`src/rtl/mem_port_arbiter.sv`:
```
// Two-port round-robin arbiter for the shared MIPS data memory.
// Fixed wait states per access, one-cycle ack, misaligned word accesses rejected.
module mem_port_arbiter #(
    parameter int AW          = 32,
    parameter int DW          = 32,
    parameter int WAIT_CYCLES = 1
) (
    input  logic          clk,
    input  logic          rst,
    input  logic          req0,
    input  logic          we0,
    input  logic [AW-1:0] adr0,
    input  logic [DW-1:0] wdata0,
    output logic          ack0,
    output logic [DW-1:0] rdata0,
    input  logic          req1,
    input  logic          we1,
    input  logic [AW-1:0] adr1,
    input  logic [DW-1:0] wdata1,
    output logic          ack1,
    output logic [DW-1:0] rdata1,
    output logic [AW-1:0] mem_adr,
    output logic [DW-1:0] mem_din,
    output logic          mem_rd,
    output logic          mem_wr,
    input  logic [DW-1:0] mem_dout,
    output logic          err,
    output logic          busy
);

    localparam int CW = (WAIT_CYCLES > 1) ? $clog2(WAIT_CYCLES) : 1;

    typedef enum logic [1:0] {IDLE, ACCESS, RESP} state_t;

    state_t        state, state_n;
    logic [CW-1:0] wcnt;
    logic          port;
    logic          we_q;
    logic          mis_q;
    logic          rr_last;
    logic          grant;
    logic          last;

    logic          win;
    logic [AW-1:0] g_adr;
    logic [DW-1:0] g_wdata;
    logic          g_we;
    logic          g_mis;

    // On a tie the port that did not win last time is served.
    assign win     = (req0 && req1) ? !rr_last : req1;
    assign g_adr   = win ? adr1 : adr0;
    assign g_wdata = win ? wdata1 : wdata0;
    assign g_we    = win ? we1 : we0;
    assign g_mis   = (g_adr[1:0] != 2'b00);
    assign last    = (wcnt == '0);
    assign busy    = (state != IDLE);

    always_comb begin
        state_n = state;
        grant   = 1'b0;
        ack0    = 1'b0;
        ack1    = 1'b0;
        err     = 1'b0;
        mem_rd  = 1'b0;
        mem_wr  = 1'b0;
        unique case (state)
            IDLE: begin
                if (req0 || req1) begin
                    grant   = 1'b1;
                    state_n = g_mis ? RESP : ACCESS;
                end
            end
            ACCESS: begin
                mem_rd = !we_q;
                mem_wr = we_q && last;
                if (last) begin
                    state_n = RESP;
                end
            end
            RESP: begin
                ack0    = !port;
                ack1    = port;
                err     = mis_q;
                state_n = IDLE;
            end
            default: state_n = IDLE;
        endcase
    end

    always_ff @(posedge clk) begin
        if (!rst) begin
            state   <= IDLE;
            wcnt    <= '0;
            port    <= 1'b0;
            we_q    <= 1'b0;
            mis_q   <= 1'b0;
            rr_last <= 1'b1;
            mem_adr <= '0;
            mem_din <= '0;
            rdata0  <= '0;
            rdata1  <= '0;
        end else begin
            state <= state_n;
            if (grant) begin
                port    <= win;
                we_q    <= g_we;
                mis_q   <= g_mis;
                rr_last <= win;
                wcnt    <= CW'(WAIT_CYCLES - 1);
                // The memory bus is only touched for accesses that will run.
                if (!g_mis) begin
                    mem_adr <= g_adr;
                    if (g_we) begin
                        mem_din <= g_wdata;
                    end
                end else if (win) begin
                    rdata1 <= '0;
                end else begin
                    rdata0 <= '0;
                end
            end
            if (state == ACCESS) begin
                if (!last) begin
                    wcnt <= wcnt - 1'b1;
                end else if (!we_q) begin
                    if (port) begin
                        rdata1 <= mem_dout;
                    end else begin
                        rdata0 <= mem_dout;
                    end
                end
            end
        end
    end

endmodule

```
`config.mk`:
```
export PLATFORM = sky130hd
export DESIGN_NAME = mem_port_arbiter
export DESIGN_NICKNAME = d
export VERILOG_FILES = /design/src/rtl/mem_port_arbiter.sv
export SDC_FILE = /design/constraint.sdc
export NUM_CORES = 1
export LEC_CHECK = 0
export CORE_MARGIN = 2
export CORE_UTILIZATION = 39
export CTS_CLUSTER_DIAMETER = 60
export DETAILED_ROUTE_END_ITERATION = 7
export HOLD_SLACK_MARGIN = 0.12
export PLACE_DENSITY = 0.81
export SETUP_SLACK_MARGIN = 0.02
export SLEW_MARGIN = 20
export SYNTH_ARGS = -nofsm -noshare
export SYNTH_HDL_FRONTEND = slang
export SYNTH_SLANG_ARGS = --single-unit
```
`constraint.sdc`:
```
create_clock -name clk -period 2 [get_ports clk]
set_input_delay 0.6 -clock clk [delete_from_list [all_inputs] [get_ports clk]]
set_output_delay 0.6 -clock clk [all_outputs]
set_load 0.05 [all_outputs]
```
Word-level counts from Yosys, hierarchy flattened
Cells that the tools add are included.
{ "totals": {"reg_bits": 135, "in_bits": 166, "output_inout_bits": 134, "word_cells": 61} }
{ "classes": {"n_addsub": 1, "n_eq_ne": 4, "muxes": 32, "bitwise_logic": 2, "n_reduce_logical": 12} }
{ "op_table": {"columns": ["cell", "n"], "rows": [
  ["$mux 32", 16],
  ["$mux 1", 12],
  ["$mux 2", 3],
  ["$ne 2x2->1 const B", 2],
  ["$pmux 2 s2", 1],
  ["$reduce_and 2->1", 2],
  ["$reduce_bool 2->1", 2],
  ["$logic_not 1->1", 3],
  ["$reduce_and 3->1", 1],
  ["$eq 2x1->1 const B", 1],
  ["$eq 2x2->1 const B", 1],
  ["$logic_and 1x1->1", 2],
  ["$logic_not 2->1", 1],
  ["$not 1->1", 2],
  ["$logic_or 1x1->1", 1],
  ["$sub 1x1->1 const B", 1]
]} }

Longest topological paths before layout
{ "logic_depth": {"depth_word": 10, "ltp_mapped": 7, "ltp_nobuf": 4} }

Least setup slack after synthesis
No wires, ideal clock.
{ "synth_path": {"path_type": "reg2out", "start": "register state[0]", "end": "output mem_wr", "arrival_time_ns": 1.776, "t_required_ns": 1.400, "setup_slack_ns": -0.376, "path_stages_with_launch": 3, "path_buffers": 0, "cell_sequence": "dfxtp_1 > nand2b_1 > nor3b_1"} }
{ "synth_via": {"elab_chain_len": 2} }
{ "synth_rtl": {"columns": ["element", "line", "rtl"], "rows": [
  ["start: declaration", "35", "state_t state, state_n;"],
  ["start signal: assignment", "104", "state <= state_n;"],
  ["$eq 2x1->1", "67", "unique case (state)"],
  ["$mux 1", "67", null],
  ["end: declaration", "25", "output logic mem_wr,"]
]} }
No other way between the ends.

Final worst setup path
{ "layout_path": {"start": "input req1", "end": "register mem_din[26]"} }
{ "layout_via": {"elab_chain_len": 6, "elab_cells_between_ends": 11, "cone_classes": "6 x mux; 1 x bitwise; 4 x reduce/logical"} }
{ "layout_rtl": {"columns": ["element", "line", "rtl"], "rows": [
  ["start: declaration", "16", "input logic req1,"],
  ["$logic_and 1x1->1", "51", "assign win = (req0 && req1) ? !rr_last : req1;"],
  ["$mux 1", "51", null],
  ["$mux 32", "52", "assign g_adr = win ? adr1 : adr0;"],
  ["$reduce_bool 2->1", "55", "assign g_mis = (g_adr[1:0] != 2'b00);"],
  ["$not 1->1 (no source line)", null, null],
  ["$reduce_and 3->1 (no source line)", null, null],
  ["end signal: assignment", "115", "mem_din <= g_wdata;"],
  ["end: declaration", "23", "output logic [DW-1:0] mem_din,"]
]} }
Several ways; a longest one is shown, not always the timed one.
A chain may end at the register's enable or synchronous reset.

==> results_dict.tcl <==
set metrics [dict create \
    synth.avg_cell_area_um2 10.3 \
    first_pass_iters 5 \
    cts_hold_buf 0 \
    vdd_drop_max_mv 0.510 \
    synth_enable_flop_cells 0 \
    power.leakage_nw 3.63 \
    routed_wl_um 18000 \
    dieArea_um2 14800 \
    initial_core_util 0.395 \
    ys_ff_latch 135 \
    finalSetupViolations 0 \
    async_flop_share 0 \
    placed_cell_area_um2 8490 \
    core_area_um2 13700 \
    slew_headroom 0.634 \
    synth_cell_types 32 \
    post-place-cells 976 \
    r2r_setup_slack_ns 0.27 \
    cap_violations 0 \
    htreeDepth 4 \
    drive_above_1_share 0.279 \
    critPathKind "in -> reg" \
    io_pins 300 \
    worst_pin_slew_ns 0.549 \
    wire_per_inst_um 17.9 \
    yosysSeqAreaShare 0.499 \
    cp_data_arrival_time_ns 2.28 \
    die_height_um 122 \
    synth-simple-area-share 0.0860 \
    grt_pass1_wl_um 27100 \
    final-max-slew-violation-count 0 \
    dominantRegCellSynth "dfxtp_1" \
    tns_ns 0 \
    syn_nets 692 \
    synth_compound_area_frac 0.297 \
    max_freq_mhz 510 \
    antenna_left 0 \
    track_usage 0.230 \
    clkSlewWorstSetupHoldPaths_ns 0.06 \
    rsz0062_at_grt "yes" \
    cp-start-kind "primary input" \
    antenna_found_initial 0 \
    cp-end-kind "register" \
    p_per_area_nw_per_um2 835 \
    cts_buffers 17 \
    rows 43 \
    clock_path_buffers 2 \
    finalClockSkew_ns 0.00536 \
    instances_no_fill 1009 \
    synthMuxAreaShare 0.0656 \
    grt_overflow 0 \
    synth_top_family_by_area "compound AO/OA/AOI/OAI gates" \
    io_buffers 299 \
    post-dp-hpwl_um 13200 \
    period_needed_ns 1.96 \
    gp_congestion 0.781 \
    hold_viol_final 0 \
    grt_pass1_vias 5473 \
    hp-class "reg -> reg" \
    worstSkewPairLatency_ns 0.41 \
    vias_per_cell 5.48 \
    crit_fanout 32 \
    cts_root_buf "clkbuf_16" \
    clock-sinks 135 \
    post-route-drc-count 0 \
    fin_area_um2 9180 \
    syn_inst 526 \
    finalCritPeriodShare 0.980 \
    final_cell_mix "clkdlybuf4s50_1, buf_4, dfxtp_1, a32o_1, a21oi_1" \
    die_w_um 122 \
    synthesis.area_um2 5410 \
    ys_warn_count 0 \
    status "completed" \
    required_ns 2.32 \
    grt_max_degree 56 \
    syn2layout_area_growth_pct 69.6 \
    num_vias 5532 \
    cts_tree "yes" \
    diodes 0 \
    layout_commonest_cell "clkdlybuf4s50_1" \
    synth_xor_area_frac 0 \
    nets 982 \
    yosys.area_share.adder 0 \
    drtIter0Drc 320 \
]
==> metrics by stage <==
step / worst slack [ns] / util / hold WS (ns) / power, W
2_1_floorplan: 0.0902 / - / 0.464 / 0.00379
3_3_place_gp: -0.318 / 0.619 / 0.450 / 0.00451
3_5_place_dp: -0.380 / 0.619 / 0.456 / 0.00455
4_1_cts: 0.00150 / 0.665 / 0.470 / 0.00770
5_1_grt: 0.00728 / 0.669 / 0.478 / 0.00793
6_report: 0.0392 / 0.669 / 0.467 / 0.00766
==> kinds of logic after synthesis <==
| logic type | Yosys count |
|---|---|
| muxes | 35 |
| and+or+nand+nor | 93 |
| AOI/OAI and AO/OA | 196 |
| buffers and inverters | 67 |
| DFF | 135 |
==> flip-flops by register name (all words and copies together), names as in the netlist <==
| signal | flops |
|---|---|
| mem_adr | 32 |
| mem_din | 32 |
| rdata0 | 32 |
| rdata1 | 32 |
| state | 2 |
| mis_q | 1 |
| port | 1 |
| rr_last | 1 |
| wcnt | 1 |
| we_q | 1 |
==> area by class of cell <==
cell class	count	area, µm²
inverters	4	15.0
repair buffers	334	3090
flip-flops and latches	135	2710
clock buffers	18	439
multi-input cells	324	2540
fillers	1036	4540
clock inverters	14	164
well taps	180	225
==> report_power, final <==
part	switching, W	internal (W)	leakage, nW
clock	0.00124	0.00190	0.287
combinational	0.000903	0.000730	2.24
sequential	0.0000827	0.00281	1.10
==> synth_stat cells, types with 4 or more instances <==
master    instances  area share
dfxtp_1         135        0.50
a32o_1           64        0.12
a21oi_1          63       0.058
clkbuf_1         40       0.028
nor2_1           37       0.026
mux2i_1          34       0.063
nor3_1           34       0.031
a211oi_1         33       0.046
o221a_1          28       0.058
buf_2            21       0.019
nand2_1           5      0.0035
inv_1             4      0.0028
nor3b_1           4      0.0055
==> routing by layer <==
metal | track usage | part of all wire
met4 | 0.0833 | 0.024
met3 | 0.0571 | 0.072
met5 | 0 | 0
met2 | 0.425 | 0.52
met1 | 0.255 | 0.38
==> worst max-delay path, cell delays in order <==
cell and delay (ns):
clkdlybuf4s50_1 0.50, a21boi_4 0.24, mux2_4 0.33, and2_1 0.19
buf_12 0.17, a211oi_1 0.23
==> worst paths after layout <==
path	depth (start not counted)	endpoint	start
setup / recovery	6	mem_din[26]$_SDFFE_PN0P_	req1
hold / removal	1	rdata1[31]$_SDFF_PN0_	rdata1[31]$_SDFF_PN0_
setup reg to reg	5	rdata1[11]$_SDFF_PN0_	state[1]$_SDFFE_PN0P_
hold reg to reg	1	rdata1[31]$_SDFF_PN0_	rdata1[31]$_SDFF_PN0_
==> what timing repair did <==
| item | 4_1_cts | 5_1_grt |
|---|---|---|
| setup endpoints to repair | 4 | 14 |
| resized for setup | 6 | 16 |
| pin swaps | 1 | 1 |
| buffers inserted | 1 | 0 |
No activity file was read; power rests on OpenSTA's default activity.
